### src/rtl/binary_codec_if.sv
// Decoder/encoder signal bundle for binary_codec.
// enc_multi exists only when BINARY_CODEC_MULTI_EN is defined.
interface binary_codec_if #(
  parameter int WIDTH = 5
);
  localparam int ADDR_WIDTH = $clog2(WIDTH);

  logic [ADDR_WIDTH-1:0] dec_addr;
  logic                  dec_en;
  logic [WIDTH-1:0]      dec_out;
  logic [WIDTH-1:0]      enc_in;
  logic                  enc_valid;
  logic [ADDR_WIDTH-1:0] enc_addr;
`ifdef BINARY_CODEC_MULTI_EN
  logic                  enc_multi;

  modport master (
    output dec_addr,
    output dec_en,
    output enc_in,
    input  dec_out,
    input  enc_valid,
    input  enc_addr,
    input  enc_multi
  );

  modport slave (
    input  dec_addr,
    input  dec_en,
    input  enc_in,
    output dec_out,
    output enc_valid,
    output enc_addr,
    output enc_multi
  );
`else
  modport master (
    output dec_addr,
    output dec_en,
    output enc_in,
    input  dec_out,
    input  enc_valid,
    input  enc_addr
  );

  modport slave (
    input  dec_addr,
    input  dec_en,
    input  enc_in,
    output dec_out,
    output enc_valid,
    output enc_addr
  );
`endif
endinterface

### src/rtl/binary_codec.sv
// Registered binary decoder and lowest-index priority encoder.
// Optional multi-hot flag enabled by BINARY_CODEC_MULTI_EN.
module binary_codec #(
  parameter int WIDTH = 5
) (
  input  logic           clk,
  input  logic           rst,
  binary_codec_if.slave  bus
);
  localparam int ADDR_WIDTH = $clog2(WIDTH);

  logic [WIDTH-1:0]      dec_out_d, dec_out_q;
  logic                  enc_valid_d, enc_valid_q;
  logic [ADDR_WIDTH-1:0] enc_addr_d, enc_addr_q;

  // Out-of-range addresses match no line, so they decode to zero.
  always_comb begin
    dec_out_d = '0;
    for (int i = 0; i < WIDTH; i++) begin
      if (bus.dec_addr == ADDR_WIDTH'(i)) begin
        dec_out_d[i] = bus.dec_en;
      end
    end
  end

  // Scan high to low so the lowest set index is the last write.
  always_comb begin
    enc_valid_d = |bus.enc_in;
    enc_addr_d  = '0;
    for (int i = WIDTH - 1; i >= 0; i--) begin
      if (bus.enc_in[i]) begin
        enc_addr_d = ADDR_WIDTH'(i);
      end
    end
  end

  always_ff @(posedge clk) begin
    if (rst) begin
      dec_out_q   <= '0;
      enc_valid_q <= 1'b0;
      enc_addr_q  <= '0;
    end else begin
      dec_out_q   <= dec_out_d;
      enc_valid_q <= enc_valid_d;
      enc_addr_q  <= enc_addr_d;
    end
  end

  assign bus.dec_out   = dec_out_q;
  assign bus.enc_valid = enc_valid_q;
  assign bus.enc_addr  = enc_addr_q;

`ifdef BINARY_CODEC_MULTI_EN
  logic enc_multi_d, enc_multi_q;

  // Clearing the lowest set bit leaves something only if two or more were set.
  always_comb begin
    enc_multi_d =
      (bus.enc_in & (bus.enc_in - WIDTH'(1))) != '0;
  end

  always_ff @(posedge clk) begin
    if (rst) begin
      enc_multi_q <= 1'b0;
    end else begin
      enc_multi_q <= enc_multi_d;
    end
  end

  assign bus.enc_multi = enc_multi_q;
`endif
endmodule

### src/flat_wrapper.sv
// flat-port wrapper written by rule: the top's interface ports become plain ports
module binary_codec_flat 
#(
  parameter int WIDTH = 5
)
  (clk, rst, bus_dec_addr, bus_dec_en, bus_enc_in, bus_dec_out, bus_enc_valid, bus_enc_addr);
  binary_codec_if #(.WIDTH(WIDTH)) bus_i ();
  input  logic clk;
  input  logic rst;
  input wire logic [$bits(bus_i.dec_addr)-1:0] bus_dec_addr;
  input wire logic [$bits(bus_i.dec_en)-1:0] bus_dec_en;
  input wire logic [$bits(bus_i.enc_in)-1:0] bus_enc_in;
  output wire logic [$bits(bus_i.dec_out)-1:0] bus_dec_out;
  output wire logic [$bits(bus_i.enc_valid)-1:0] bus_enc_valid;
  output wire logic [$bits(bus_i.enc_addr)-1:0] bus_enc_addr;
  assign bus_i.dec_addr = bus_dec_addr;
  assign bus_i.dec_en = bus_dec_en;
  assign bus_i.enc_in = bus_enc_in;
  assign bus_dec_out = bus_i.dec_out;
  assign bus_enc_valid = bus_i.enc_valid;
  assign bus_enc_addr = bus_i.enc_addr;
  binary_codec #(.WIDTH(WIDTH)) u_core (.clk(clk), .rst(rst), .bus(bus_i));
endmodule
### config.mk
export PLATFORM = sky130hd
export DESIGN_NAME = binary_codec_flat
export DESIGN_NICKNAME = d
export VERILOG_FILES = /design/src/rtl/binary_codec_if.sv /design/src/rtl/binary_codec.sv /design/src/flat_wrapper.sv
export SDC_FILE = /design/constraint.sdc
export NUM_CORES = 1
export LEC_CHECK = 0
export CAP_MARGIN = 20
export CORE_AREA = 10 10 47 49
export DETAILED_ROUTE_END_ITERATION = 16
export DIE_AREA = 0 0 57 59
export PLACE_DENSITY_LB_ADDON = 0.15
export SLEW_MARGIN = 20
export SYNTH_ARGS = -nofsm -noshare
export SYNTH_HDL_FRONTEND = slang
export SYNTH_SLANG_ARGS = --single-unit
### constraint.sdc
create_clock -name clk -period 0.8 [get_ports clk]
set_input_delay 0.24 -clock clk [delete_from_list [all_inputs] [get_ports clk]]
set_output_delay 0.24 -clock clk [all_outputs]
set_load 0.02 [all_outputs]
==> metrics.md, run 1 <==
| Metric | Value |
|---|---|
| Status | `complete, but fails checks` |
| Failing checks | `negative setup slack` |
| Worst Hold Class | `in2reg` |
| Worst Hold Margin | `0.346 ns` |
| Fin. Hold Viols | `0` |
| Fillers | `148` |
| Horiz. Die Dim | `57 um` |
| Placer Congestion | `0.687` |
| Max Slew Vio Count | `0` |
| CTS tree | `built` |
| Die Y | `59 um` |
| Routed len/inst | `12.0 um` |
| CTS root buf | `clkbuf_4` |
| Vias | `279` |
| Vias in the first global route | `301` |
| Most frequent cells in the layout | `dlygate4sd2_1, buf_6, dfxtp_2` |
| DRT Pass-1 Iters | `1` |
| CP Cell Sequence | `buf_6` |
| GRT Resource Usage Total | `4.86%` |
| Yosys top cell by area | `dfxtp_1` |
| Top cell type's share of synthesized area | `62.1%` |
| CP delay by family, top | `flip-flops` |
| Max FO, Critical Path | `1` |
| IO Pins | `20` |
| Final period util | `115%` |
| Mapped Nets | `36` |
| WS Path Type | `reg2out` |
| VDD IR-drop max | `0.924 mV` |
| Final net count | `60` |
| CTS Sinks | `9` |
| Buffers on Ports | `19` |
| Critical path's largest stage delay | `0.32 ns` |
| Antenna violations before repair | `0` |
| Clk slew on worst S/H paths | `0.05 ns` |
| Maximum number of pins on one net before global-route repair | `8` |
| Hold buffers post-CTS | `0` |
| Starting density of the core | `20.7%` |
| Register area | `191 sq um` |
| Detail Route Antenna Nets | `0` |
| Startpoint Class | `flop` |
| Final setup vio count | `9` |
| DRC viols | `0` |
| Area contributors post-synth | `dfxtp_1, nor3_1, nor4b_2, nand2b_4, nor4_1` |
| Worst Path Required | `0.56 ns` |
| Pleak | `0.235 nW` |
| Via density | `4.36` |
| Std-Cell Rows | `14` |
| Area of the die | `0.00336 sq mm` |
| Power density over the cells | `1670 mW/mm^2` |
| Slew @ Worst Pin | `0.234 ns` |
| Sequential area share after synthesis | `62.1%` |
| Remaining global-route overflow | `0` |
| Htree depth | `1` |
| Synth warn | `0` |
| Post-Syn Area | `290 sq um` |
| Fmax | `1.08 GHz` |
| Syn Area/Cell | `11.6 sq um` |
| Area of the multi-input gates | `123 sq um` |
| Max_cap viols | `0` |
| Minimum clock period | `0.924 ns` |
| Total chip power | `0.000917 W` |
| Clock tree buffer depth | `2` |
| CP bufs+invs | `1` |
| CP max stage cell | `dfxtp_2` |
| Core Area | `0.00140 sq mm` |
| CP Data Arrival Time | `0.68 ns` |
| DP Wirelength | `648 um` |
| # diodes | `0` |
| Setup slack after layout | `-0.124 ns` |
| Number of CTS-inserted buffers | `3` |
| First DRT Iteration DRCs | `0` |
| FF+latch count, synth | `9` |
| Slew Limit Headroom | `84.4%` |
| Layout cells sized above 1 | `54.2%` |
| Final Cell Area | `551 sq um` |
| RSZ-0062 raised after global routing | `yes` |
| Placed cell areas | `500 sq um` |
| Layout area overhead | `89.7%` |
| Post-Synthesis Cells | `25` |
| Endpoint type of the worst setup path | `output port` |
| First-pass GRT wire length | `1.22 mm` |
| Detailed Route WL | `769 um` |
| Setup Fix Bufs, Post-CTS | `0` |
| Unique masters post-synth | `12` |
[sequential cells by signal, indices dropped and copies added, names as in the netlist]
register / flops
u_core.bus.enc_addr: 3
u_core.bus.dec_out: 5
u_core.bus.enc_valid: 1
[layout make-up]
type,instances,share of cell area [%]
well taps,16,3.64
multi-input cells,16,22.3
repair buffers,19,34.5
clock buffers,4,4.77
flip-flops and latches,9,34.8
[per-layer routing]
metal | global-route usage [%] | wire (um) | up-vias
li1 | - | - | 135
met1 | 3.72 | 295 | 128
met2 | 7.44 | 340 | 16
met3 | 3.86 | 133 | 0
met4 | 5.03 | 0 | 0
met5 | 0 | 0 | -
[power breakdown]
group	total, W	switching [W]	internal, W
Clock	0.000326	0.000135	0.000191
Combinational	0.000123	0.0000567	0.0000661
Sequential	0.000468	0.00000512	0.000463
[kinds of logic after synthesis]
logic type      count (synthesis)  share of synthesized area (%)
flops                           9                           62.1
simple gates                   14                           33.6
compound gates                  2                           4.31
[through the flow]
step | utilization (%) | TNS (ns) | setup WS [ns] | std cells
2_1_floorplan | - | 0 | 0.134 | 25
3_3_place_gp | 35.7 | -6.13 | -0.404 | 60
3_5_place_dp | 35.7 | -6.23 | -0.428 | 60
4_1_cts | 38.9 | -1.21 | -0.138 | 64
5_1_grt | 39.3 | -1.31 | -0.153 | 64
6_report | 39.3 | -1.09 | -0.124 | 64
[synth_stat cells]
library cell  instances
a21oi_1               1
and4b_1               1
dfxtp_1               9
nand2b_1              1
nand2b_4              1
nand3b_1              1
nor2_1                3
nor2b_1               1
nor3_1                3
nor4_1                2
nor4b_2               1
o21a_1                1
[what timing repair did]
item,CTS,global route
endpoints found under the setup margin,18,10
resized for setup,74,1
pin swaps,2,0
[worst paths after layout]
kind,from,to,cells past startpoint
min,bus_enc_in[0],u_core.bus.enc_addr[1],2
max,u_core.bus.dec_out[0],bus_dec_out[0],1
Power figures use the tool's default switching activity.
==> inputs of run 2 (changes only) <==
--- a/config.mk
+++ b/config.mk
@@ -9,7 +9,9 @@
 export CORE_AREA = 10 10 47 49
 export DETAILED_ROUTE_END_ITERATION = 16
 export DIE_AREA = 0 0 57 59
+export GPL_ROUTABILITY_DRIVEN = 0
 export PLACE_DENSITY_LB_ADDON = 0.15
+export REMOVE_ABC_BUFFERS = 1
 export SLEW_MARGIN = 20
 export SYNTH_ARGS = -nofsm -noshare
 export SYNTH_HDL_FRONTEND = slang
==> constraint.sdc (replaced) <==
create_clock -name clk -period 0.8 [get_ports clk]
set_input_delay 0.24 -clock clk [delete_from_list [all_inputs] [get_ports clk]]
set_output_delay 0.24 -clock clk [all_outputs]
set_load 0.01 [all_outputs]
==> metrics.md, run 2 (synthesis results as in run 1) <==
| Metric | Value |
|---|---|
| CTS Sinks | `9` |
| Layout cells sized above 1 | `43.8%` |
| Std-Cell Rows | `14` |
| Clk slew on worst S/H paths | `0.06 ns` |
| Final net count | `60` |
| Starting density of the core | `20.7%` |
| DRC viols | `0` |
| Remaining global-route overflow | `0` |
| Die Y | `59 um` |
| Minimum clock period | `0.913 ns` |
| Number of CTS-inserted buffers | `3` |
| Worst Hold Class | `in2reg` |
| Core Area | `0.00140 sq mm` |
| DP Wirelength | `648 um` |
| Most frequent cells in the layout | `dlygate4sd2_1, buf_2, dfxtp_1` |
| CTS tree | `built` |
| Htree depth | `1` |
| CP bufs+invs | `1` |
| CP delay by family, top | `flip-flops` |
| CP Data Arrival Time | `0.67 ns` |
| Worst Hold Margin | `0.346 ns` |
| Area of the multi-input gates | `123 sq um` |
| Startpoint Class | `flop` |
| # diodes | `0` |
| Register area | `185 sq um` |
| Status | `complete, but fails checks` |
| CTS root buf | `clkbuf_4` |
| Cells on Worst Hold Path | `2` |
| Area of the die | `0.00336 sq mm` |
| Pleak | `0.228 nW` |
| Max FO, Critical Path | `1` |
| Antenna violations before repair | `0` |
| Final period util | `114%` |
| Fillers | `157` |
| Buffers on Ports | `19` |
| Final setup vio count | `9` |
| Final TNS setup | `-0.979 ns` |
| Worst Hold Path EP | `u_core.bus.enc_addr[1]` |
| Setup slack after layout | `-0.113 ns` |
| Vias in the first global route | `300` |
| Clock tree buffer depth | `2` |
| Fmax | `1.10 GHz` |
| First-pass GRT wire length | `1.23 mm` |
| Total chip power | `0.000898 W` |
| Hold_sp | `bus_enc_in[0]` |
| CP max stage cell | `dfxtp_1` |
| Final core occ | `36.6%` |
| Worst Path Required | `0.56 ns` |
| Via density | `4.33` |
| Detailed Route WL | `770 um` |
| Hold buffers post-CTS | `0` |
| Power density over the cells | `1750 mW/mm^2` |
| CP Cell Sequence | `buf_2` |
| GRT Resource Usage Total | `4.94%` |
| Slew @ Worst Pin | `0.233 ns` |
| Post-route insts no fill | `64` |
| Failing checks | `negative setup slack` |
| Maximum number of pins on one net before global-route repair | `8` |
| First DRT Iteration DRCs | `0` |
| Max Slew Vio Count | `0` |
| IO Pins | `20` |
| Horiz. Die Dim | `57 um` |
| Slew Limit Headroom | `84.5%` |
| Detail Route Antenna Nets | `0` |
| Inst Count DP | `60` |
| Commonest non-fill, non-tap cell in the layout | `dlygate4sd2_1` |
| Vias | `277` |
| VDD IR-drop max | `0.925 mV` |
| DRT Pass-1 Iters | `1` |
| Endpoint type of the worst setup path | `output port` |
| Max FFs per register | `5` |
| Layout area overhead | `76.7%` |
| WS Path Type | `reg2out` |
| RSZ-0062 raised after global routing | `yes` |
| Fin. Hold Viols | `0` |
| Max_cap viols | `0` |
| Routed len/inst | `12.0 um` |
| Critical path's largest stage delay | `0.30 ns` |
==> run 2: repair_timing <==
item,in CTS,in global routing
setup buffers,0,0
resized for setup,47,9
pin swaps,2,0
setup endpoints to repair,18,10
==> run 2: routing by layer <==
metal / GRT usage (%) / vias to the layer above / share of wire (%)
met1: 4.20 / 126 / 42
met4: 5.03 / 0 / 0
met3: 3.43 / 0 / 14
met5: 0 / - / 0
li1: - / 135 / -
met2: 7.44 / 16 / 44
==> run 2: where the power goes <==
group          internal [W]  switching (W)  total, W  leakage [nW]
sequential         0.000462     0.00000364  0.000465        0.0752
clock              0.000191       0.000135  0.000326        0.0150
combinational     0.0000588      0.0000482  0.000107         0.138
total              0.000711       0.000187  0.000898         0.228
==> run 2: how the worst max path moves through the flow <==
stage / start / end / slack, ns / cells past startpoint
floorplan: bus_dec_addr[1] / u_core.bus.dec_out[4] / 0.13 / 2
detailed placement: rst / u_core.bus.enc_addr[2] / -0.43 / 3
global route: u_core.bus.dec_out[3] / bus_dec_out[3] / -0.15 / 1
global placement: rst / u_core.bus.enc_addr[2] / -0.40 / 3
CTS: u_core.bus.enc_addr[2] / bus_enc_addr[2] / -0.14 / 1
finish: u_core.bus.enc_addr[2] / bus_enc_addr[2] / -0.11 / 1
==> run 2: layout make-up <==
class | count | area share (%)
Timing Repair Buffer | 19 | 31.0
Tap cell | 16 | 3.90
Sequential cell | 9 | 36.1
Multi-Input combinational cell | 16 | 23.9
Clock buffer | 4 | 5.12
==> run 2: through the flow <==
step | cell area [sq um] | setup WS [ns]
after floorplan | 290 | 0.134
after global placement | 500 | -0.404
after detailed placement | 500 | -0.428
after CTS | 478 | -0.135
after global routing | 513 | -0.153
final | 513 | -0.113
==> inputs of run 3 (changes only) <==
--- a/config.mk
+++ b/config.mk
@@ -7,6 +7,7 @@
 export LEC_CHECK = 0
 export CAP_MARGIN = 20
 export CORE_AREA = 10 10 47 49
+export CTS_CLUSTER_DIAMETER = 40
 export DETAILED_ROUTE_END_ITERATION = 16
 export DIE_AREA = 0 0 57 59
 export GPL_ROUTABILITY_DRIVEN = 0
==> results of run 3 <==
No change in the layout: final DEF, timing and power equal those of run 2.
